### src/rtl/regfile_pkg.sv
// Shared defaults and helpers for the scoreboarded register file.
package regfile_pkg;

   localparam int DEF_DATA_W = 16;
   localparam int DEF_NREGS  = 16;
   // Widest busy vector the popcount helper can count.
   localparam int MAX_REGS   = 256;

   // Address width needed to index n registers.
   function automatic int addr_w(input int n);
      return $clog2(n);
   endfunction

   // Number of set bits in a busy vector (zero-extended to MAX_REGS).
   function automatic int popcount(input logic [MAX_REGS-1:0] v);
      int cnt;
      cnt = 0;
      for (int b = 0; b < MAX_REGS; b++) begin
         cnt = cnt + int'(v[b]);
      end
      return cnt;
   endfunction

endpackage

### src/rtl/reg_scoreboard.sv
// Per-register busy scoreboard: issue sets, writeback clears (issue wins),
// registered popcount and combinational per-port / issue-port lookup.
module reg_scoreboard
   import regfile_pkg::*;
#(
   parameter  int NREGS  = DEF_NREGS,
   parameter  int NRD    = 2,
   localparam int ADDR_W = addr_w(NREGS),
   localparam int CNT_W  = $clog2(NREGS + 1)
) (
   input  logic                  clk,
   input  logic                  reset_n,
   input  logic                  wrEn,
   input  logic [ADDR_W-1:0]     wrAddr,
   input  logic                  issueEn,
   input  logic [ADDR_W-1:0]     issueAddr,
   input  logic [NRD*ADDR_W-1:0] rdAddr,
   output logic [NRD-1:0]        rdBusyRaw,
   output logic                  issueBusy,
   output logic [CNT_W-1:0]      busyCount
);

   logic [NREGS-1:0] busyQ;
   logic [NREGS-1:0] busyNext;

   // Next busy vector: issue to a register overrides a same-cycle clear.
   always_comb begin
      busyNext = busyQ;
      for (int r = 0; r < NREGS; r++) begin
         if (issueEn && int'(issueAddr) == r) begin
            busyNext[r] = 1'b1;
         end else if (wrEn && int'(wrAddr) == r) begin
            busyNext[r] = 1'b0;
         end
      end
   end

   // Busy vector and its popcount, both registered.
   always_ff @(posedge clk or negedge reset_n) begin
      if (!reset_n) begin
         busyQ     <= '0;
         busyCount <= '0;
      end else begin
         busyQ     <= busyNext;
         busyCount <= CNT_W'(popcount(MAX_REGS'(busyNext)));
      end
   end

   // Busy lookups; addresses past the last register read as not busy.
   always_comb begin
      rdBusyRaw = '0;
      issueBusy = 1'b0;
      for (int i = 0; i < NRD; i++) begin
         if (int'(rdAddr[i*ADDR_W +: ADDR_W]) < NREGS) begin
            rdBusyRaw[i] = busyQ[rdAddr[i*ADDR_W +: ADDR_W]];
         end
      end
      if (int'(issueAddr) < NREGS) begin
         issueBusy = busyQ[issueAddr];
      end
   end

endmodule

### src/rtl/regfile_sb.sv
// N-read / 1-write register file with write bypass, PC-mapped reads,
// registered branch redirect on PC writes and a busy scoreboard.
// There is no valid/ready handshake here: writes, issues and reads are
// single-cycle strobes; decode holds off issue itself while stall is high.
module regfile_sb
   import regfile_pkg::*;
#(
   parameter  int DATA_W  = DEF_DATA_W,
   parameter  int NREGS   = DEF_NREGS,
   parameter  int NRD     = 2,
   parameter  int PC_IDX  = NREGS - 1,
   parameter  int PC_OFFS = 0,
   parameter  int BYPASS  = 1,
   localparam int ADDR_W  = addr_w(NREGS),
   localparam int CNT_W   = $clog2(NREGS + 1)
) (
   input  logic                  clk,
   input  logic                  reset_n,
   input  logic [NRD-1:0]        rd_en,
   input  logic [NRD*ADDR_W-1:0] rd_addr,
   output logic [NRD*DATA_W-1:0] rd_data,
   output logic [NRD-1:0]        rd_busy,
   input  logic                  wr_en,
   input  logic [ADDR_W-1:0]     wr_addr,
   input  logic [DATA_W-1:0]     wr_data,
   input  logic [DATA_W-1:0]     pc_in,
   input  logic                  issue_en,
   input  logic [ADDR_W-1:0]     issue_addr,
   output logic                  stall,
   output logic                  pc_wr_valid,
   output logic [DATA_W-1:0]     pc_wr_data,
   output logic [CNT_W-1:0]      busy_count
);

   logic [DATA_W-1:0] mem [NREGS];
   logic              wrInRange;
   logic              wrIsPc;
   logic [NRD-1:0]    rdBusyRaw;
   logic              issueBusy;
   logic              wawHazard;
   logic [DATA_W-1:0] pcRead;

   assign wrInRange = (int'(wr_addr) < NREGS);
   assign wrIsPc    = (int'(wr_addr) == PC_IDX);
   assign pcRead    = pc_in + DATA_W'(PC_OFFS);

   reg_scoreboard #(
      .NREGS (NREGS),
      .NRD   (NRD)
   ) u_scoreboard (
      .clk       (clk),
      .reset_n   (reset_n),
      .wrEn      (wr_en),
      .wrAddr    (wr_addr),
      .issueEn   (issue_en),
      .issueAddr (issue_addr),
      .rdAddr    (rd_addr),
      .rdBusyRaw (rdBusyRaw),
      .issueBusy (issueBusy),
      .busyCount (busy_count)
   );

   // Data array: in-range, non-PC writes land at the edge.
   always_ff @(posedge clk or negedge reset_n) begin
      if (!reset_n) begin
         for (int r = 0; r < NREGS; r++) begin
            mem[r] <= '0;
         end
      end else if (wr_en && wrInRange && !wrIsPc) begin
         mem[wr_addr] <= wr_data;
      end
   end

   // Redirect register: one-cycle pulse per PC write, target held afterwards.
   always_ff @(posedge clk or negedge reset_n) begin
      if (!reset_n) begin
         pc_wr_valid <= 1'b0;
         pc_wr_data  <= '0;
      end else begin
         pc_wr_valid <= wr_en && wrIsPc;
         if (wr_en && wrIsPc) begin
            pc_wr_data <= wr_data;
         end
      end
   end

   // Read muxes: PC index, then out-of-range zero, then bypass, then array.
   always_comb begin
      rd_data = '0;
      rd_busy = '0;
      for (int i = 0; i < NRD; i++) begin
         if (int'(rd_addr[i*ADDR_W +: ADDR_W]) == PC_IDX) begin
            rd_data[i*DATA_W +: DATA_W] = pcRead;
         end else if (int'(rd_addr[i*ADDR_W +: ADDR_W]) >= NREGS) begin
            rd_data[i*DATA_W +: DATA_W] = '0;
         end else if ((BYPASS != 0) && wr_en &&
                      (wr_addr == rd_addr[i*ADDR_W +: ADDR_W])) begin
            rd_data[i*DATA_W +: DATA_W] = wr_data;
         end else begin
            rd_data[i*DATA_W +: DATA_W] = mem[rd_addr[i*ADDR_W +: ADDR_W]];
         end
         if (int'(rd_addr[i*ADDR_W +: ADDR_W]) != PC_IDX) begin
            rd_busy[i] = rdBusyRaw[i] &
                         ~((BYPASS != 0) && wr_en &&
                           (wr_addr == rd_addr[i*ADDR_W +: ADDR_W]));
         end
      end
   end

   // Hazards: RAW on any requesting port, or WAW on the issued destination
   // unless writeback is retiring that same register this cycle.
   always_comb begin
      wawHazard = issue_en && issueBusy && !(wr_en && (wr_addr == issue_addr));
      stall     = (|(rd_en & rd_busy)) || wawHazard;
   end

endmodule

### config.mk
export PLATFORM = sky130hd
export DESIGN_NAME = regfile_sb
export DESIGN_NICKNAME = d
export VERILOG_FILES = /design/src/rtl/regfile_pkg.sv /design/src/rtl/reg_scoreboard.sv /design/src/rtl/regfile_sb.sv
export SDC_FILE = /design/constraint.sdc
export NUM_CORES = 1
export LEC_CHECK = 0
export ABC_AREA = 1
export CAP_MARGIN = 20
export CELL_PAD_IN_SITES_DETAIL_PLACEMENT = 1
export CELL_PAD_IN_SITES_GLOBAL_PLACEMENT = 2
export CORE_MARGIN = 3
export CORE_UTILIZATION = 31
export DETAILED_ROUTE_END_ITERATION = 8
export HOLD_SLACK_MARGIN = 0.06
export PLACE_DENSITY_LB_ADDON = 0.05
export SLEW_MARGIN = 10
export SYNTH_ARGS = -nofsm -noshare
export SYNTH_HDL_FRONTEND = slang
export SYNTH_SLANG_ARGS = --single-unit
export TNS_END_PERCENT = 20
### constraint.sdc
create_clock -name clk -period 4.25 [get_ports clk]
set_input_delay 0.85 -clock clk [delete_from_list [all_inputs] [get_ports clk]]
set_output_delay 0.85 -clock clk [all_outputs]
set_load 0.03 [all_outputs]
==> results.cfg, run 1 <==
[power_and_ir_drop]
leakagePower_uw = 0.009691
ir_worst_vdd_uv = 340.3
p_total_uw = 10450
power_density_nw_per_um2 = 503.8

[timing]
finalCritPeriodShare_pct = 103.1
timing.final.crit_period_ns = 4.383
fin_skew_ns = 0.002350
slew_viol_final = 0
finalHoldViolations = 0
slew_headroom_pct = 37.42
final-setup-viol-count = 4
tightest_slew_ns = 0.9377
final.setup.tns_ns = -0.4010
worst_slack_ns = -0.1333
rsz0062_at_grt = yes
max_clock_freq_mhz = 228.1

[synth]
syn_area_um2 = 17090
synth_fa_ha_area_share_pct = 1.538
synth_seq_area_share_pct = 43.05
yosys.area.top_type = dfrtp_1
synthTopCellsByArea = dfrtp_1 43%, nand2_1 15%, o21ai_0 9.3%
synthMuxAreaShare_pct = 0
syn_inst = 2388
synthFlopType = dfrtp_1
synth-seq-cells = 294
synth-simple-area-share_pct = 23.10
synthArstFlopShare_pct = 100.0
synth_nets = 2457
synth_cell_types = 30
avgSynthCellArea_um2 = 7.156
synth_commonest_cells = 671 x nand2_1, 316 x o21ai_0, 294 x dfrtp_1
synth_top_cell_area_share_pct = 43.05
synth_xor_area_share_pct = 0.1538
synth_top_family_by_area = simple AND/OR/NAND/NOR gates
yosysWarnings = 0
synth-edff-count = 0
yosysMostFrequentCell = nand2_1
synth_compound_area_share_pct = 22.00

[die]
start_util_pct = 31.57
io_pins = 111
die-area_um2 = 57980
die_w_um = 240.8
placementRows = 85
die_h_um = 240.8
coreArea_um2 = 54130

[detailed_routing]
routed_via_density = 5.252
drt-pass1-iter-count = 5
antenna_left = 0
routed_wl_um = 77310
wl_per_cell_um = 24.06
route.vias.total = 16881
drt-initial-drc-count = 1145
drc = 0

[finish]
final_core_util_pct = 38.33
diodes = 0
finalInstanceArea_um2 = 20750
multi_input_area_um2 = 8117
final_cell_count_no_fill = 3214
nFillCells = 6570
final_net_count = 2557
area_delta_synth_final_pct = 21.43
seqCellArea_um2 = 7357
drive_above_1_share_pct = 12.47

[critical_path]
end_kind = flop
cp.required_ns = 4.68
worstReg2RegEnd = u_scoreboard.busyCount[2]
criticalPathCategory = input pin to flop
critPathMaxFanout = 3
ff2ff_setup_slack_ns = 0.17
worstReg2RegStart = u_scoreboard.busyQ[1]
r2r_cells = 14
cp-startpoint = issue_addr[0]
cp-start-kind = input pin
crit_arrival_ns = 4.82

[clock_network]
cts_tree = built
worstSkewPairLatency_ns = 0.55
cts.sinks = 294
htreeDepth = 2
ctsHoldBuffers = 0
clockBufferDepth = 3
clockRootBuffer = clkbuf_16
cts-buffers-inserted = 39
clkTransAtPathRegs_ns = 0.06

[outcome]
violations = setup timing
outcome = finished with violations

[global_route]
grt_pass1_vias = 17371
antenna_found_initial = 4
grt_pass1_wl_um = 114800
grt.total_usage_pct = 26.81
gr-total-overflow = 0
grt_max_degree = 123

[run]
drv_cap = 0

[placed_design]
place_inst = 3139
placed_area_um2 = 19320
hpwlAfterDp_um = 50860
port_buffers = 110
gpl.final_weighted_congestion = 0.8157

[min_path]
hp-class = input pin to asynchronous set/reset pin
## area by class of cell
class	count	area share, %
multi-input cells	1694	39.11
flip-flops and latches	294	35.45
repair buffers	255	11.17
clock buffers	58	5.632
well taps	696	4.197
inverters	204	3.690
clock inverters	13	0.7477
## per-layer routing
layer	track usage [%]	part of all wire, %	vias up
met5	0	0	-
met3	3.280	4.8	118
li1	-	-	8057
met1	38.03	47	8341
met4	8.365	3.2	0
met2	42.85	45	365
## what timing repair did
item | CTS | global route
pin swaps | 10 | 9
hold endpoints to repair | 0 | 0
setup buffers | 3 | 1
gates resized for setup | 44 | 6
setup endpoints to repair | 5 | 9
## sequential cells by signal, summed over array words and instances (netlist names)
name                    cells
mem                       256
pc_wr_data                 16
pc_wr_valid                 1
u_scoreboard.busyCount      5
u_scoreboard.busyQ         16
## power breakdown
group / total [uW] / internal (uW) / switching (uW) / leakage [uW]
clock network: 3440 / 2090 / 1350 / 0.000659
registers: 3730 / 3420 / 313 / 0.00362
logic: 3280 / 1240 / 2040 / 0.00542
total: 10500 / 6750 / 3710 / 0.00969
## logic make-up after synthesis
| family | after synthesis |
|---|---|
| fa+ha+maj | 15 |
| compound gates | 712 |
| flops | 294 |
| xor+xnor | 3 |
| buf+inv | 400 |
| simple gates | 964 |
## cells in the final DEF, fill, tap and decap left out, types with 6 or more instances in the layout
master / synthesis / final
a21oi_1: 230 / 230
buf_12: 0 / 18
buf_4: 17 / 162
clkbuf_1: 70 / 8
clkbuf_16: 0 / 40
clkbuf_8: 0 / 10
clkdlybuf4s50_1: 0 / 60
clkinv_2: 0 / 8
dfrtp_1: 294 / 294
fa_1: 10 / 8
inv_1: 184 / 178
inv_2: 17 / 23
nand2_1: 671 / 670
nand3_1: 188 / 186
nor2_1: 85 / 77
nor2_2: 10 / 15
nor2_4: 3 / 6
o211ai_1: 66 / 66
o21ai_0: 316 / 315
o21ai_1: 83 / 83
o22ai_1: 11 / 6
## stage by stage
stage | setup WS (ns) | hold slack (ns)
after CTS | -0.1492 | 0.2477
after floorplan | -0.5210 | 0.4508
final | -0.1333 | 0.2435
after global routing | -0.2708 | 0.2698
after global placement | -1.094 | 0.3859
after detailed placement | -1.191 | 0.3914
## worst max-delay path, stage by stage
cell           delay (ns)
dlygate4sd2_1        0.25
buf_4                0.14
nor2_2               0.14
nand2_1              0.11
o22ai_2              0.22
inv_1                0.09
fa_1                 0.55
inv_2                0.04
fa_1                 0.47
fa_1                 0.49
inv_1                0.05
fa_1                 0.52
inv_2                0.04
fa_2                 0.35
fa_2                 0.36
xor2_1               0.15
## worst max path at each step
stage / cells after the start / end / slack (ns)
5_1_grt: 18 / u_scoreboard.busyCount[2] / -0.27
4_1_cts: 18 / u_scoreboard.busyCount[2] / -0.15
3_3_place_gp: 18 / u_scoreboard.busyCount[4] / -1.09
6_report: 16 / u_scoreboard.busyCount[2] / -0.13
2_1_floorplan: 18 / u_scoreboard.busyCount[2] / -0.52
3_5_place_dp: 18 / u_scoreboard.busyCount[4] / -1.19
No activity file was read; power rests on OpenSTA's default activity.
==> run 2, diff against run 1 <==
--- a/config.mk
+++ b/config.mk
@@ -9,12 +9,11 @@
 export CAP_MARGIN = 20
 export CELL_PAD_IN_SITES_DETAIL_PLACEMENT = 1
 export CELL_PAD_IN_SITES_GLOBAL_PLACEMENT = 2
-export CORE_MARGIN = 3
 export CORE_UTILIZATION = 31
 export DETAILED_ROUTE_END_ITERATION = 8
 export HOLD_SLACK_MARGIN = 0.06
 export PLACE_DENSITY_LB_ADDON = 0.05
-export SLEW_MARGIN = 10
+export REMOVE_ABC_BUFFERS = 1
 export SYNTH_ARGS = -nofsm -noshare
 export SYNTH_HDL_FRONTEND = slang
 export SYNTH_SLANG_ARGS = --single-unit
==> results.cfg, run 2 (synthesis results as in run 1) <==
[clock_network]
clkTransAtPathRegs_ns = 0.06
htreeDepth = 2
clockBufferDepth = 3
worstSkewPairLatency_ns = 0.56
cts.sinks = 294
cts_tree = built
ctsHoldBuffers = 0
clockRootBuffer = clkbuf_16
cts-buffers-inserted = 39

[critical_path]
cp-start-kind = input pin
r2r_cells = 14
criticalPathCategory = input pin to flop
worstReg2RegStart = u_scoreboard.busyQ[1]
critPathMaxFanout = 4
end_kind = flop
ff2ff_setup_slack_ns = 0.22
worstReg2RegEnd = u_scoreboard.busyCount[2]
crit_arrival_ns = 4.75
cp-startpoint = wr_addr[0]
endpoint = u_scoreboard.busyCount[2]
cp.required_ns = 4.69

[detailed_routing]
routed_wl_um = 73980
routed_via_density = 5.230
route.vias.total = 16745
wl_per_cell_um = 23.10
antenna_left = 0
drt-initial-drc-count = 851
drt-pass1-iter-count = 5
drc = 0

[timing]
rsz0062_at_grt = yes
slew_viol_final = 0
worst_slack_ns = -0.05894
whs_ns = 0.3001
finalHoldViolations = 0
finalCritPeriodShare_pct = 101.4
final-setup-viol-count = 3
max_clock_freq_mhz = 232.1
tightest_slew_ns = 0.9088
fin_skew_ns = 0.008522
slew_headroom_pct = 39.42
timing.final.crit_period_ns = 4.309

[placed_design]
gpl.final_weighted_congestion = 0.8320
hpwlAfterDp_um = 45970
placed_area_um2 = 19260
port_buffers = 110

[power_and_ir_drop]
leakagePower_uw = 0.009656
power_density_nw_per_um2 = 501.0
ir_worst_vdd_uv = 655.4

[finish]
drive_above_1_share_pct = 12.37
largest_reg_flops = 256
diodes = 0
final_core_util_pct = 38.39
area_delta_synth_final_pct = 21.62
final_cell_mix = 668 x nand2_1, 315 x o21ai_0, 294 x dfrtp_1
largest_registers = mem: 256 flops, pc_wr_data: 16 flops, u_scoreboard.busyQ: 16 flops
max_flop_register = mem
nFillCells = 6656
final_common_cell = nand2_1
finalInstanceArea_um2 = 20780
final_net_count = 2547

[outcome]
outcome = finished with violations
violations = setup timing

[global_route]
grt_pass1_vias = 17286
antenna_found_initial = 0
gr-total-overflow = 0
grt.total_usage_pct = 26.80
grt_max_degree = 106
grt_pass1_wl_um = 112300

[min_path]
hp-class = input pin to asynchronous set/reset pin

[die]
die_h_um = 236.8
die-area_um2 = 56070
die_w_um = 236.8
coreArea_um2 = 54130
io_pins = 111
placementRows = 85
start_util_pct = 31.57

[run]
drv_cap = 0
[run 2: cell type report]
class / instances / area (um^2) / share of cell area [%]
multi-input combinational: 1694 / 8157 / 39.25
clock buffer: 60 / 1186 / 5.707
sequential: 294 / 7357 / 35.40
clock inverter: 9 / 112.6 / 0.5418
timing repair buffer: 245 / 2327 / 11.20
tap: 696 / 870.8 / 4.190
inverter: 204 / 773.2 / 3.720
[run 2: repair_timing]
item                                   4_1_cts  5_1_grt
resized for setup                           45       29
cloned                                       0        0
buffers inserted                             7        7
setup endpoints to repair                    5        5
endpoints found under the hold margin        0        0
pin swaps                                   16       18
[run 2: metal layers]
layer	share of wire, %	GRT usage, %	vias to the layer above
met4	2.4	7.320	0
met1	46	36.52	8310
met3	3.2	2.413	94
met2	48	45.32	316
li1	-	-	8025
met5	0	0	-
[run 2: per-stage QoR]
step | total power (uW) | worst slack, ns | cells | setup TNS (ns)
finish | 10410 | -0.05894 | 3202 | -0.1096
global route | 11130 | -0.1881 | 3202 | -0.5388
CTS | 10470 | -0.3063 | 3195 | -0.9189
detailed placement | 6952 | -1.359 | 3119 | -5.728
global placement | 6817 | -1.284 | 3119 | -5.370
floorplan | 5597 | -1.085 | 2192 | -4.424
[run 2: critical path, cell delays in order]
cell and delay, ns:
buf_8 0.10, inv_4 0.07, buf_4 0.11, nand3_2 0.09
nor2_4 0.17, o21ai_2 0.10, ha_4 0.26, inv_2 0.03
fa_1 0.47, inv_1 0.05, fa_1 0.45, fa_1 0.51
inv_1 0.05, fa_1 0.51, inv_2 0.04, fa_2 0.35
fa_2 0.38, xor2_1 0.15
[run 2: where the power goes]
group / switching (uW) / leakage (uW) / internal, uW
clock network: 1340 / 0.000638 / 2040
registers: 312 / 0.00362 / 3420
logic: 2010 / 0.00540 / 1290
total: 3660 / 0.00966 / 6750
[run 2: worst min-delay path by stage]
stage / from / end / slack (ns)
floorplan: mem[15] / mem[15] / 0.37
global placement: mem[7] / mem[7] / 0.39
detailed placement: mem[10] / mem[10] / 0.39
CTS: reset_n / mem[229] / 0.35
global route: reset_n / mem[229] / 0.40
finish: reset_n / mem[229] / 0.30
